--- config.mk ---
export PLATFORM = sky130hd
export DESIGN_NAME = bch_wrapper_encoder_mem
export DESIGN_NICKNAME = d
export VERILOG_FILES = /design/src/rtl/bch_wrapper_encoder_mem_pkg.sv /design/src/rtl/bch_wrapper_encoder_mem_lfsr.sv /design/src/rtl/bch_wrapper_encoder_mem.sv
export SDC_FILE = /design/constraint.sdc
export NUM_CORES = 1
export LEC_CHECK = 0
export CORE_MARGIN = 2
export CORE_UTILIZATION = 55
export CTS_CLUSTER_DIAMETER = 40
export DETAILED_ROUTE_END_ITERATION = 8
export HOLD_SLACK_MARGIN = 0.03
export PLACE_DENSITY_LB_ADDON = 0.08
export REMOVE_ABC_BUFFERS = 1
export SETUP_SLACK_MARGIN = 0.4
export SLEW_MARGIN = 20
export SYNTH_ARGS = -nofsm -noshare
export SYNTH_HDL_FRONTEND = slang
export SYNTH_SLANG_ARGS = --single-unit
--- constraint.sdc ---
create_clock -name I_clk -period 5.09 [get_ports I_clk]
set_input_delay 0.7635 -clock I_clk [delete_from_list [all_inputs] [get_ports I_clk]]
set_output_delay 0.7635 -clock I_clk [all_outputs]
set_load 0.02 [all_outputs]
--- src/rtl/bch_wrapper_encoder_mem_pkg.sv ---
// Shared definitions for the BCH helper-data encoder/decoder wrapper pair:
// the sequencer state encoding and the memory word-count rule that both
// sides must agree on for the helper-data layout.
package bch_wrapper_encoder_mem_pkg;

  typedef enum logic [1:0] {
    ST_IDLE  = 2'd0,
    ST_ENC   = 2'd1,
    ST_WRITE = 2'd2,
    ST_DONE  = 2'd3
  } bch_state_t;

  // Number of memory words holding E parity bits in W-bit words. When E is
  // an exact multiple of W this still yields one extra all-zero word, which
  // matches the decoder's read-back loop.
  function automatic int mem_cycle(input int ecc_bits, input int word_bits);
    return ecc_bits / word_bits + 1;
  endfunction

endpackage

--- src/rtl/bch_wrapper_encoder_mem_lfsr.sv ---
// Serial BCH parity LFSR: divides the message (MSB first) times x^E by the
// generator polynomial, leaving the systematic parity in the register.
module bch_lfsr_parity #(
  parameter int                    C_ECC_BITS = 3,
  parameter logic [C_ECC_BITS-1:0] C_GEN_POLY = 3'b011
) (
  input  logic                  I_clk,
  input  logic                  I_rst_n,
  input  logic                  I_clear,
  input  logic                  I_shift,
  input  logic                  I_bit,
  output logic [C_ECC_BITS-1:0] O_par,
  output logic [C_ECC_BITS-1:0] O_par_next
);

  logic [C_ECC_BITS-1:0] par_q;
  logic [C_ECC_BITS-1:0] par_d;
  logic                  fb;

  // Next parity: clear has priority, otherwise one division step per shift.
  always_comb begin
    par_d = par_q;
    fb    = I_bit ^ par_q[C_ECC_BITS-1];
    if (I_clear) begin
      par_d = '0;
    end else if (I_shift) begin
      par_d = (par_q << 1) ^ (fb ? C_GEN_POLY : '0);
    end
  end

  // Parity register.
  always_ff @(posedge I_clk or negedge I_rst_n) begin
    if (!I_rst_n) par_q <= '0;
    else          par_q <= par_d;
  end

  assign O_par      = par_q;
  assign O_par_next = par_d;

endmodule

--- src/rtl/bch_wrapper_encoder_mem.sv ---
// Enrollment-side BCH encoder: computes parity for one PUF response word
// with a serial LFSR, writes it into helper-data memory in the layout the
// decoder wrapper reads back, then pulses done.
module bch_wrapper_encoder_mem
  import bch_wrapper_encoder_mem_pkg::*;
#(
  parameter int                         C_I_DATABITS    = 4,
  parameter int                         C_ECC_BITS      = 3,
  parameter logic [C_ECC_BITS-1:0]      C_GEN_POLY      = 3'b011,
  parameter int                         C_MEM_ADDR_SIZE = 10,
  parameter int                         C_MEM_DATA_SIZE = 8,
  parameter logic [C_MEM_ADDR_SIZE-1:0] C_MEM_ST_ADDR   = '0
) (
  input  logic                       I_clk,
  input  logic                       I_rst_n,
  input  logic                       I_en,
  input  logic                       I_start,
  input  logic [C_I_DATABITS-1:0]    I_data,
  output logic [C_MEM_ADDR_SIZE-1:0] O_mem_addr,
  output logic [C_MEM_DATA_SIZE-1:0] O_mem_data,
  output logic                       O_mem_we,
  output logic [C_ECC_BITS-1:0]      O_ecc,
  output logic                       O_busy,
  output logic                       O_done
);

  localparam int K   = C_I_DATABITS;
  localparam int E   = C_ECC_BITS;
  localparam int W   = C_MEM_DATA_SIZE;
  localparam int AW  = C_MEM_ADDR_SIZE;
  localparam int LP_MEM_CYCLE = mem_cycle(E, W);
  localparam int PW  = W * LP_MEM_CYCLE;
  localparam int BCW = (K > 1) ? $clog2(K) : 1;
  localparam int WCW = $clog2(LP_MEM_CYCLE + 1);

  bch_state_t     state_q, state_d;
  logic           start_prev_q, start_prev_d;
  logic [K-1:0]   msg_q, msg_d;
  logic [BCW-1:0] bcnt_q, bcnt_d;
  logic [WCW-1:0] wcnt_q, wcnt_d;
  logic [AW-1:0]  addr_q, addr_d;
  logic [W-1:0]   data_q, data_d;
  logic           we_q, we_d;
  logic [E-1:0]   ecc_q, ecc_d;
  logic           done_q, done_d;
  logic           lfsr_clear, lfsr_shift;
  logic [E-1:0]   par, par_next;

  // Word idx of the zero-padded parity; word 0 holds the least-significant bits.
  function automatic logic [W-1:0] chunk(input logic [E-1:0] p, input int idx);
    logic [PW-1:0] pad;
    pad = PW'(p);
    pad = pad >> (W * idx);
    return pad[W-1:0];
  endfunction

  bch_lfsr_parity #(
    .C_ECC_BITS (E),
    .C_GEN_POLY (C_GEN_POLY)
  ) u_lfsr (
    .I_clk      (I_clk),
    .I_rst_n    (I_rst_n),
    .I_clear    (lfsr_clear),
    .I_shift    (lfsr_shift),
    .I_bit      (msg_q[K-1]),
    .O_par      (par),
    .O_par_next (par_next)
  );

  // Sequencer: start detect, K encode cycles, LP_MEM_CYCLE writes, done pulse.
  always_comb begin
    state_d      = state_q;
    start_prev_d = I_start;
    msg_d        = msg_q;
    bcnt_d       = bcnt_q;
    wcnt_d       = wcnt_q;
    addr_d       = addr_q;
    data_d       = data_q;
    we_d         = we_q;
    ecc_d        = ecc_q;
    done_d       = 1'b0;
    lfsr_clear   = 1'b0;
    lfsr_shift   = 1'b0;
    if (!I_en) begin
      state_d      = ST_IDLE;
      start_prev_d = 1'b0;
      msg_d        = '0;
      bcnt_d       = '0;
      wcnt_d       = '0;
      addr_d       = '0;
      data_d       = '0;
      we_d         = 1'b0;
      ecc_d        = '0;
      lfsr_clear   = 1'b1;
    end else begin
      case (state_q)
        ST_IDLE: begin
          if (I_start && !start_prev_q) begin
            msg_d      = I_data;
            bcnt_d     = '0;
            lfsr_clear = 1'b1;
            state_d    = ST_ENC;
          end
        end
        ST_ENC: begin
          lfsr_shift = 1'b1;
          msg_d      = msg_q << 1;
          bcnt_d     = bcnt_q + BCW'(1);
          if (bcnt_q == BCW'(K - 1)) begin
            // The final division step lands on this edge, so the first
            // word is taken from the parity the LFSR is about to hold.
            state_d = ST_WRITE;
            we_d    = 1'b1;
            addr_d  = C_MEM_ST_ADDR;
            data_d  = chunk(par_next, 0);
            wcnt_d  = WCW'(1);
          end
        end
        ST_WRITE: begin
          if (wcnt_q == WCW'(LP_MEM_CYCLE)) begin
            we_d    = 1'b0;
            ecc_d   = par;
            done_d  = 1'b1;
            state_d = ST_DONE;
          end else begin
            addr_d = addr_q + AW'(1);
            data_d = chunk(par, int'(wcnt_q));
            wcnt_d = wcnt_q + WCW'(1);
          end
        end
        default: begin
          state_d = ST_IDLE;
        end
      endcase
    end
  end

  // Control and output registers.
  always_ff @(posedge I_clk or negedge I_rst_n) begin
    if (!I_rst_n) begin
      state_q      <= ST_IDLE;
      start_prev_q <= 1'b0;
      msg_q        <= '0;
      bcnt_q       <= '0;
      wcnt_q       <= '0;
      addr_q       <= '0;
      data_q       <= '0;
      we_q         <= 1'b0;
      ecc_q        <= '0;
      done_q       <= 1'b0;
    end else begin
      state_q      <= state_d;
      start_prev_q <= start_prev_d;
      msg_q        <= msg_d;
      bcnt_q       <= bcnt_d;
      wcnt_q       <= wcnt_d;
      addr_q       <= addr_d;
      data_q       <= data_d;
      we_q         <= we_d;
      ecc_q        <= ecc_d;
      done_q       <= done_d;
    end
  end

  assign O_mem_addr = addr_q;
  assign O_mem_data = data_q;
  assign O_mem_we   = we_q;
  assign O_ecc      = ecc_q;
  assign O_done     = done_q;
  assign O_busy     = (state_q == ST_ENC) || (state_q == ST_WRITE);

endmodule

==> results of run 1 <==
## registers in the layout (all words and copies together) (netlist names)
signal	count
O_mem_addr	10
msg_q	4
O_ecc	3
O_mem_data	3
u_lfsr.O_par	3
bcnt_q	2
state_q	2
O_done	1
O_mem_we	1
start_prev_q	1
wcnt_q	1
## logic make-up after synthesis
group	count (synthesis)	synth area share, %
flip-flops	31	47.26
AND/OR/NAND/NOR	57	18.75
multiplexers	11	7.088
buffers and inverters	16	5.412
AO/OA/AOI/OAI	40	15.85
adder cells (fa/ha/maj)	5	3.811
other	1	0.2284
XOR/XNOR	3	1.601
## cell type report
class	instances	share of cell area [%]
clock buffer	7	2.314
clock inverter	1	0.2571
inverter	6	1.157
multi-input combinational	121	40.68
sequential	31	39.85
tap	31	1.992
timing repair buffer	27	13.75
## worst paths after layout
path	from	endpoint	slack [ns]	cells after the start
max	I_en	O_mem_addr[9]	2.51	5
min	O_mem_data[2]	O_mem_data[2]	0.52	1
max reg2reg	state_q[1]	O_mem_addr[5]	2.91	6
min reg2reg	O_mem_data[2]	O_mem_data[2]	0.52	1
max in group asynchronous	I_rst_n	O_mem_addr[9]	4.00	2
min in group asynchronous	I_rst_n	O_mem_data[0]	0.81	2
## per-stage QoR
step / worst slack [ns] / area, µm² / cells / hold slack, ns
floorplan: 3.236 / 1590 / 158 / 0.4679
global placement: 2.283 / 1897 / 216 / 0.4884
detailed placement: 2.155 / 1897 / 216 / 0.5018
CTS: 2.509 / 1947 / 224 / 0.5234
global route: 2.383 / 1947 / 224 / 0.5417
finish: 2.512 / 1947 / 224 / 0.5156
## worst register-to-register path, delay by kind of cell, from the launching register on
family | cells | cell delay (ns)
AO/OA/AOI/OAI | 2 | 0.62
adder cells (fa/ha/maj) | 1 | 0.44
buffers and inverters | 1 | 0.08
flip-flops | 1 | 0.41
AND/OR/NAND/NOR | 2 | 0.55
## per-layer routing
metal	routed length (µm)	vias up	track usage (%)
met5	0	-	0
met4	45	0	6.818
met3	215	5	6.813
met2	1493	46	32.42
met1	1465	605	26.32
li1	-	630	-
## layout by cell type (no fill, tap or decap), drive strengths merged, types with 3 or more instances in the layout
master | synthesis | layout
dfrtp | 31 | 31
clkdlybuf4s50 | 0 | 26
nand2 | 19 | 19
o21ai | 12 | 12
a21oi | 8 | 8
nor2b | 7 | 7
clkbuf | 2 | 7
mux2i | 6 | 6
nor2 | 6 | 6
inv | 6 | 6
a21boi | 5 | 5
mux2 | 5 | 5
ha | 5 | 5
conb | 1 | 5
and2 | 4 | 4
and3 | 4 | 4
nand4 | 3 | 3
or3 | 3 | 3
nand2b | 3 | 3
## power by group through the flow
stage               registers (W)  logic, W  clock network [W]
global placement         0.000299  0.000233                  0
global route             0.000300  0.000269           0.000150
floorplan                0.000299  0.000173                  0
detailed placement       0.000301  0.000243                  0
finish                   0.000296  0.000243           0.000139
CTS                      0.000296  0.000244           0.000143
==> metrics.md, run 1 <==
| Metric | Value |
|---|---|
| Status | finished with violations |
| Failing checks | design-rule violations |
| Drt initial violations | 34 |
| Worst EP required | 5.35 ns |
| RSZ-0062 raised after global routing | false |
| Max-cap viol count | 0 |
| Worst path top cell family by delay | simple AND/OR/NAND/NOR gates |
| DRC Markers | 3 |
| Yosys cell types | 43 |
| Number of fill cells | 231 |
| Die height | 58.63 µm |
| Clock power frac | 20.5% |
| WP data arrival | 2.84 ns |
| Most frequent cell after synthesis | dfrtp_1 |
| RD Place Congestion | 0.7734 |
| Predominant post-synthesis flop cell | dfrtp_1 |
| Area grow syn2layout | 18.60% |
| Maximum fanout along the worst path | 24 |
| WP buf/inv | 1 |
| Vias per Instance | 5.741 |
| CP peak stage delay | 0.95 ns |
| Routed Antenna Nets | 0 |
| P per Cell Area | 348.2 mW/mm² |
| First-pass GRT wire length | 5223 µm |
| Drt total wl | 3220 µm |
| Fin. max-slew vios | 0 |
| Vias in the first global route | 1151 |
| Cell taking the most area after synthesis | dfrtp_1 |
| CTS tree | done |
| Combinational share of power | 35.9% |
| Share of layout cells above drive strength 1 | 7.772% |
| Syn Area/Cell | 10.01 µm² |
| Hold-fix buffers, CTS | 0 |
| Net switching power | 0.0002480 W |
| Starting Density | 58.52% |
| Global-route usage over all layers | 20.39% |
| Die area | 0.003437 mm² |
| HP Class | reg2reg |
| CTS root buf | clkbuf_4 |
| Initial antenna violation count | 0 |
| Grt total ovfl | 0 |
| Most frequent CP cell | or3_1 |
| Setup Viol. Count Final | 0 |
| Synth top area share | 47.26% |
| Port Buffers | 26 |
| WL/cell | 14.38 µm |
| Seq pwr share | 43.6% |
| Element type at the critical path end | flip-flop |
| Fmax achieved | 387.9 MHz |
| CTS Buf Count | 5 |
| Relative slew margins | 50.53% |
| DR pass1 iterations | 6 |
| Final Hold Fails | 0 |
| Ant. Diodes | 0 |
| Fraction of registers with async set/reset | 100.0% |
| Crit path kind | in2reg |
| Dpl hpwl | 2273 µm |
| Overall power | 0.0006778 W |
| Fin crit period | 2.578 ns |
| I/O pin cnt | 32 |
| Worst-path cell chain | clkdlybuf4s50_1, nand2_2, or3_1, or3_1, o21ai_0 |
| Final period util | 50.64% |
| Register area share after synthesis | 47.26% |
| Synth Register Bits | 31 |
| Clock Sinks | 31 |
| Int Pwr | 0.0004298 W |
| Critical-path top delay cell | clkdlybuf4s50_1 |
| Most common library cells after synthesis | dfrtp_1, nand2_1, o21ai_0 |
| NumNets Final | 205 |
| Core footprint | 0.002805 mm² |
| Clock Pin Slew Worst Setup and Hold Paths | 0.09 ns |
| Slew @ Worst Pin | 0.7397 ns |
| Fin Setup TNS | 0 ns |
| Worst skew pair latency | 0.34 ns |
| Ranking of synthesized cells by area | dfrtp_1, nand2_1, ha_1 |
| P_leak | 0.8410 nW |
| Post-cts sizing count | 0 |
| Multi-input logic area | 792.0 µm² |
| Gate Count Post-Synth | 164 |
| Final Skew | 0.005150 ns |
| Maximum vdd drop | 0.2127 mV |
| Pin count of the biggest net entering global routing | 32 |
| Vias post-DR | 1286 |
| Num rows | 19 |
| Mapped Area | 0.001642 mm² |
| EDFF count, synth | 0 |
| Total number of H-tree levels | 2 |
| Register area | 775.7 µm² |
| Die Width | 58.63 µm |
| Yosys warns | 0 |
| CTS Buffer Depth | 2 |
| Post-CTS Setup Inserts | 0 |
| Final cell utilization of the core | 69.40% |
| Sw Share | 36.59% |
| Crit start category | input pin |
Power figures use the tool's default switching activity.
==> run 2: changes to the inputs <==
--- a/config.mk
+++ b/config.mk
@@ -6,7 +6,7 @@
 export NUM_CORES = 1
 export LEC_CHECK = 0
 export CORE_MARGIN = 2
-export CORE_UTILIZATION = 55
+export CORE_UTILIZATION = 51
 export CTS_CLUSTER_DIAMETER = 40
 export DETAILED_ROUTE_END_ITERATION = 8
 export HOLD_SLACK_MARGIN = 0.03
==> constraint.sdc (replaced) <==
create_clock -name I_clk -period 2.67 [get_ports I_clk]
set_input_delay 0.4005 -clock I_clk [delete_from_list [all_inputs] [get_ports I_clk]]
set_output_delay 0.4005 -clock I_clk [all_outputs]
set_load 0.02 [all_outputs]
==> metrics.md, run 2 (synthesis gave the netlist of run 1 again) <==
| Metric | Value |
|---|---|
| Worst-path cell chain | inv_1, ha_1, nor2_1, o31a_1, or3_1, a21oi_1 |
| Drt initial violations | 57 |
| Share of layout cells above drive strength 1 | 9.231% |
| Vias per Instance | 5.448 |
| Final period util | 78.08% |
| Final Skew | 0.007614 ns |
| Int Pwr | 0.0008736 W |
| Seq pwr share | 42.3% |
| Worst EP required | 2.94 ns |
| Status | completed |
| Pin count of the biggest net entering global routing | 32 |
| Fin crit period | 2.085 ns |
| Overall power | 0.001335 W |
| Slew @ Worst Pin | 0.5633 ns |
| Vias post-DR | 1302 |
| CTS tree | done |
| CTS root buf | clkbuf_4 |
| Final Hold Fails | 0 |
| Relative slew margins | 62.24% |
| Area grow syn2layout | 21.65% |
| NumNets Final | 207 |
| Fin Setup TNS | 0 ns |
| Global-route usage over all layers | 19.71% |
| First-pass GRT wire length | 5361 µm |
| Post-cts sizing count | 0 |
| P per Cell Area | 668.7 mW/mm² |
| Net switching power | 0.0004618 W |
| I/O pin cnt | 32 |
| P_leak | 0.8599 nW |
| RD Place Congestion | 0.8651 |
| RSZ-0062 raised after global routing | false |
| Combinational share of power | 34.3% |
| Fmax achieved | 479.7 MHz |
| Sw Share | 34.58% |
| Clock power frac | 23.4% |
| CP peak stage delay | 0.46 ns |
| Crit start category | flip-flop |
| Die Width | 60.74 µm |
| Maximum fanout along the worst path | 15 |
| WP buf/inv | 1 |
| Die height | 60.74 µm |
| Final Non-Filler Cells | 239 |
| Setup Viol. Count Final | 0 |
| Routed Antenna Nets | 0 |
| HP Class | in2async |
| Clock Pin Slew Worst Setup and Hold Paths | 0.10 ns |
| Final hold slack | 0.4435 ns |
| Dpl cells | 231 |
| Hold-fix buffers, CTS | 0 |
| Dpl hpwl | 2319 µm |
| Grt total ovfl | 0 |
| Worst skew pair latency | 0.34 ns |
| DR pass1 iterations | 4 |
| Critical-path top delay cell | o31a_1 |
| Fin. max-slew vios | 0 |
| Die area | 0.003689 mm² |
| Vias in the first global route | 1194 |
| Worst path top cell family by delay | compound AO/OA/AOI/OAI gates |
| Commonest non-fill, non-tap cell in the layout | dfrtp_1 |
| Core footprint | 0.003053 mm² |
| Num rows | 20 |
| Total number of H-tree levels | 2 |
| WP data arrival | 2.36 ns |
| CTS Buffer Depth | 2 |
| WL/cell | 13.38 µm |
| Element type at the critical path end | flip-flop |
| Max FFs per register | 10 |
| Clock Sinks | 31 |
| Maximum vdd drop | 0.4823 mV |
| Ant. Diodes | 0 |
| Initial antenna violation count | 0 |
| Starting Density | 53.77% |
| Most frequent cells in the layout | dfrtp_1, clkdlybuf4s50_1, nand2_1 |
| Drt total wl | 3197 µm |
| Crit path kind | reg2reg |
| Post-CTS Setup Inserts | 0 |
| Port Buffers | 26 |
| CTS Buf Count | 5 |
| Max-cap viol count | 0 |
| DRC Markers | 0 |
[run 2: layout make-up]
cell class / count / area [µm²]
clock buffer: 8 / 68.82
fill: 283 / 1056
multi-input combinational: 121 / 792.0
sequential: 31 / 775.7
inverter: 6 / 22.52
tap: 44 / 55.05
timing repair buffer: 29 / 282.8
[run 2: metal layers]
metal / share of wire (%) / GRT usage [%]
met5: 0 / 0
met4: 1.3 / 8.385
met3: 6.4 / 5.757
met2: 46 / 29.95
met1: 46 / 26.36
[run 2: metrics by stage]
stage | util [%] | cell area, µm² | worst slack, ns
after floorplan | - | 1590 | 0.8155
after global placement | 63.16 | 1928 | 0.6515
after detailed placement | 63.16 | 1928 | 0.6020
after CTS | 65.41 | 1997 | 0.5711
after global routing | 65.41 | 1997 | 0.4455
final | 65.41 | 1997 | 0.5852
[run 2: worst register-to-register path, stage by stage, from the launching register on]
cell,delay [ns]
dfrtp_1,0.41
inv_1,0.09
ha_1,0.40
nor2_1,0.14
o31a_1,0.46
or3_1,0.40
a21oi_1,0.14
[run 2: worst paths after layout]
kind	startpoint	endpoint	slack [ns]	cells after the start
worst max-delay path	state_q[1]	O_mem_addr[5]	0.59	6
worst min-delay path	I_rst_n	O_mem_addr[6]	0.44	2
worst max register to register	state_q[1]	O_mem_addr[5]	0.59	6
worst min register to register	O_mem_addr[8]	O_mem_addr[8]	0.51	1
max in group asynchronous	I_rst_n	state_q[0]	1.94	2
min in group I_clk	O_mem_addr[8]	O_mem_addr[8]	0.51	1
[run 2: power groups by stage]
| stage | sequential, W | clock (W) | combinational [W] |
|---|---|---|---|
| after floorplan | 0.000570 | 0 | 0.000331 |
| after global placement | 0.000569 | 0 | 0.000447 |
| after detailed placement | 0.000573 | 0 | 0.000457 |
| after CTS | 0.000564 | 0.000325 | 0.000458 |
| after global routing | 0.000573 | 0.000335 | 0.000510 |
| final | 0.000564 | 0.000313 | 0.000458 |
==> run 3: changes to the inputs <==
==> constraint.sdc (replaced) <==
create_clock -name I_clk -period 2.1 [get_ports I_clk]
set_input_delay 0.315 -clock I_clk [delete_from_list [all_inputs] [get_ports I_clk]]
set_output_delay 0.315 -clock I_clk [all_outputs]
set_load 0.02 [all_outputs]
==> metrics.md, run 3 (synthesis gave the netlist of run 1 again) <==
| Metric | Value |
|---|---|
| Final period util | 82.05% |
| Die Width | 60.74 µm |
| Status | completed |
| DRC Markers | 0 |
| Core footprint | 0.003053 mm² |
| Fin crit period | 1.723 ns |
| DR pass1 iterations | 4 |
| WP data arrival | 1.98 ns |
| Starting Density | 53.77% |
| Fin. max-slew vios | 0 |
| Ant. Diodes | 0 |
| P_leak | 1.024 nW |
| DP Area | 0.001966 mm² |
| WL/cell | 14.21 µm |
| Drt total wl | 3552 µm |
| Pin count of the biggest net entering global routing | 32 |
| NumNets Final | 220 |
| Number of fill cells | 248 |
| Fmax achieved | 580.3 MHz |
| Clock Pin Slew Worst Setup and Hold Paths | 0.09 ns |
| WP buf/inv | 1 |
| Setup Viol. Count Final | 0 |
| Total number of H-tree levels | 2 |
| HP Class | in2async |
| Global-route usage over all layers | 21.75% |
| Grt total ovfl | 0 |
| Num rows | 20 |
| Initial antenna violation count | 0 |
| Overall power | 0.001778 W |
| Dpl ws | 0.2075 ns |
| Final Non-Filler Cells | 250 |
| CTS Buf Count | 5 |
| Design area | 0.002118 mm² |
| First-pass GRT wire length | 5858 µm |
| Min setup slack post-route | 0.3769 ns |
| RSZ-0062 raised after global routing | true |
| CTS root buf | clkbuf_4 |
| Hold-fix buffers, CTS | 0 |
| Crit start category | flip-flop |
| Port Buffers | 26 |
| Critical-path top delay cell | dfrtp_1 |
| CTS Buffer Depth | 2 |
| Commonest non-fill, non-tap cell in the layout | dfrtp_1 |
| Final Hold Fails | 0 |
| Worst-path cell chain | buf_6, ha_4, and2_4, o31a_1, or3_1, a21oi_2 |
| Area grow syn2layout | 29.04% |
| Vias in the first global route | 1275 |
| Crit path kind | reg2reg |
| Worst path top cell family by delay | simple AND/OR/NAND/NOR gates |
| Dpl hpwl | 2517 µm |
| P per Cell Area | 839.5 mW/mm² |
| Clock Sinks | 31 |
| Die height | 60.74 µm |
| CP peak stage delay | 0.42 ns |
| Routed Antenna Nets | 0 |
| I/O pin cnt | 32 |
| CTS tree | done |
| Final Skew | 0.005495 ns |
| Fin Setup TNS | 0 ns |
| Vias post-DR | 1343 |
| Max FFs per register | 10 |
| Most frequent cells in the layout | dfrtp_1, nand2_1, clkdlybuf4s50_1 |
| Drt initial violations | 47 |
| Worst skew pair latency | 0.33 ns |
| Element type at the critical path end | flip-flop |
| Maximum fanout along the worst path | 6 |
| Worst EP required | 2.36 ns |
| Share of layout cells above drive strength 1 | 18.45% |
| Max-cap viol count | 0 |
| RD Place Congestion | 0.8018 |
| Die area | 0.003689 mm² |
| Vias per Instance | 5.372 |
| Dpl cells | 236 |
| Maximum vdd drop | 0.5236 mV |
run 3: routing by layer:
metal / up-vias / part of all wire (%) / global-route usage, %
li1: 662 / - / -
met1: 629 / 46 / 29.35
met2: 45 / 47 / 34.56
met3: 7 / 5.6 / 5.757
met4: 0 / 1.3 / 6.522
met5: - / 0 / 0
run 3: metrics by stage:
step	hold WS, ns	utilization [%]
after floorplan	0.01941	-
after global placement	0.4897	64.39
after detailed placement	0.4955	64.39
after CTS	0.3736	68.24
after global routing	0.3997	69.39
final	0.3650	69.39
run 3: worst paths after layout:
check                               from  slack [ns]             to  cells after the start
max                           state_q[1]        0.38  O_mem_addr[5]                      6
min reg2reg                O_mem_addr[8]        0.50  O_mem_addr[8]                      1
min                              I_rst_n        0.37  O_mem_addr[8]                      2
max reg2reg                   state_q[1]        0.38  O_mem_addr[5]                      6
max in group asynchronous        I_rst_n        1.45     state_q[1]                      2
min in group I_clk         O_mem_addr[8]        0.50  O_mem_addr[8]                      1
run 3: worst reg2reg max path: stages, from the launching register on:
cell,delay [ns]
dfrtp_1,0.42
buf_6,0.14
ha_4,0.17
and2_4,0.14
o31a_1,0.31
or3_1,0.35
a21oi_2,0.14
run 3: area by class of cell:
class / instances / area, µm² / area share, %
clock buffer: 6 / 41.29 / 1.949
inverter: 6 / 22.52 / 1.063
multi-input combinational: 121 / 828.3 / 39.10
sequential: 31 / 775.7 / 36.62
tap: 44 / 55.05 / 2.599
timing repair buffer: 42 / 395.4 / 18.67
run 3: power by group:
group	switching [W]	internal [W]
clock network	0.000190	0.000119
logic	0.000383	0.000361
registers	0.0000635	0.000662
total	0.000637	0.00114
run 3: what timing repair did:
action	in CTS	in global routing
pin swaps	3	2
setup buffers	5	3
endpoints found under the setup margin	22	24
resized for setup	19	8
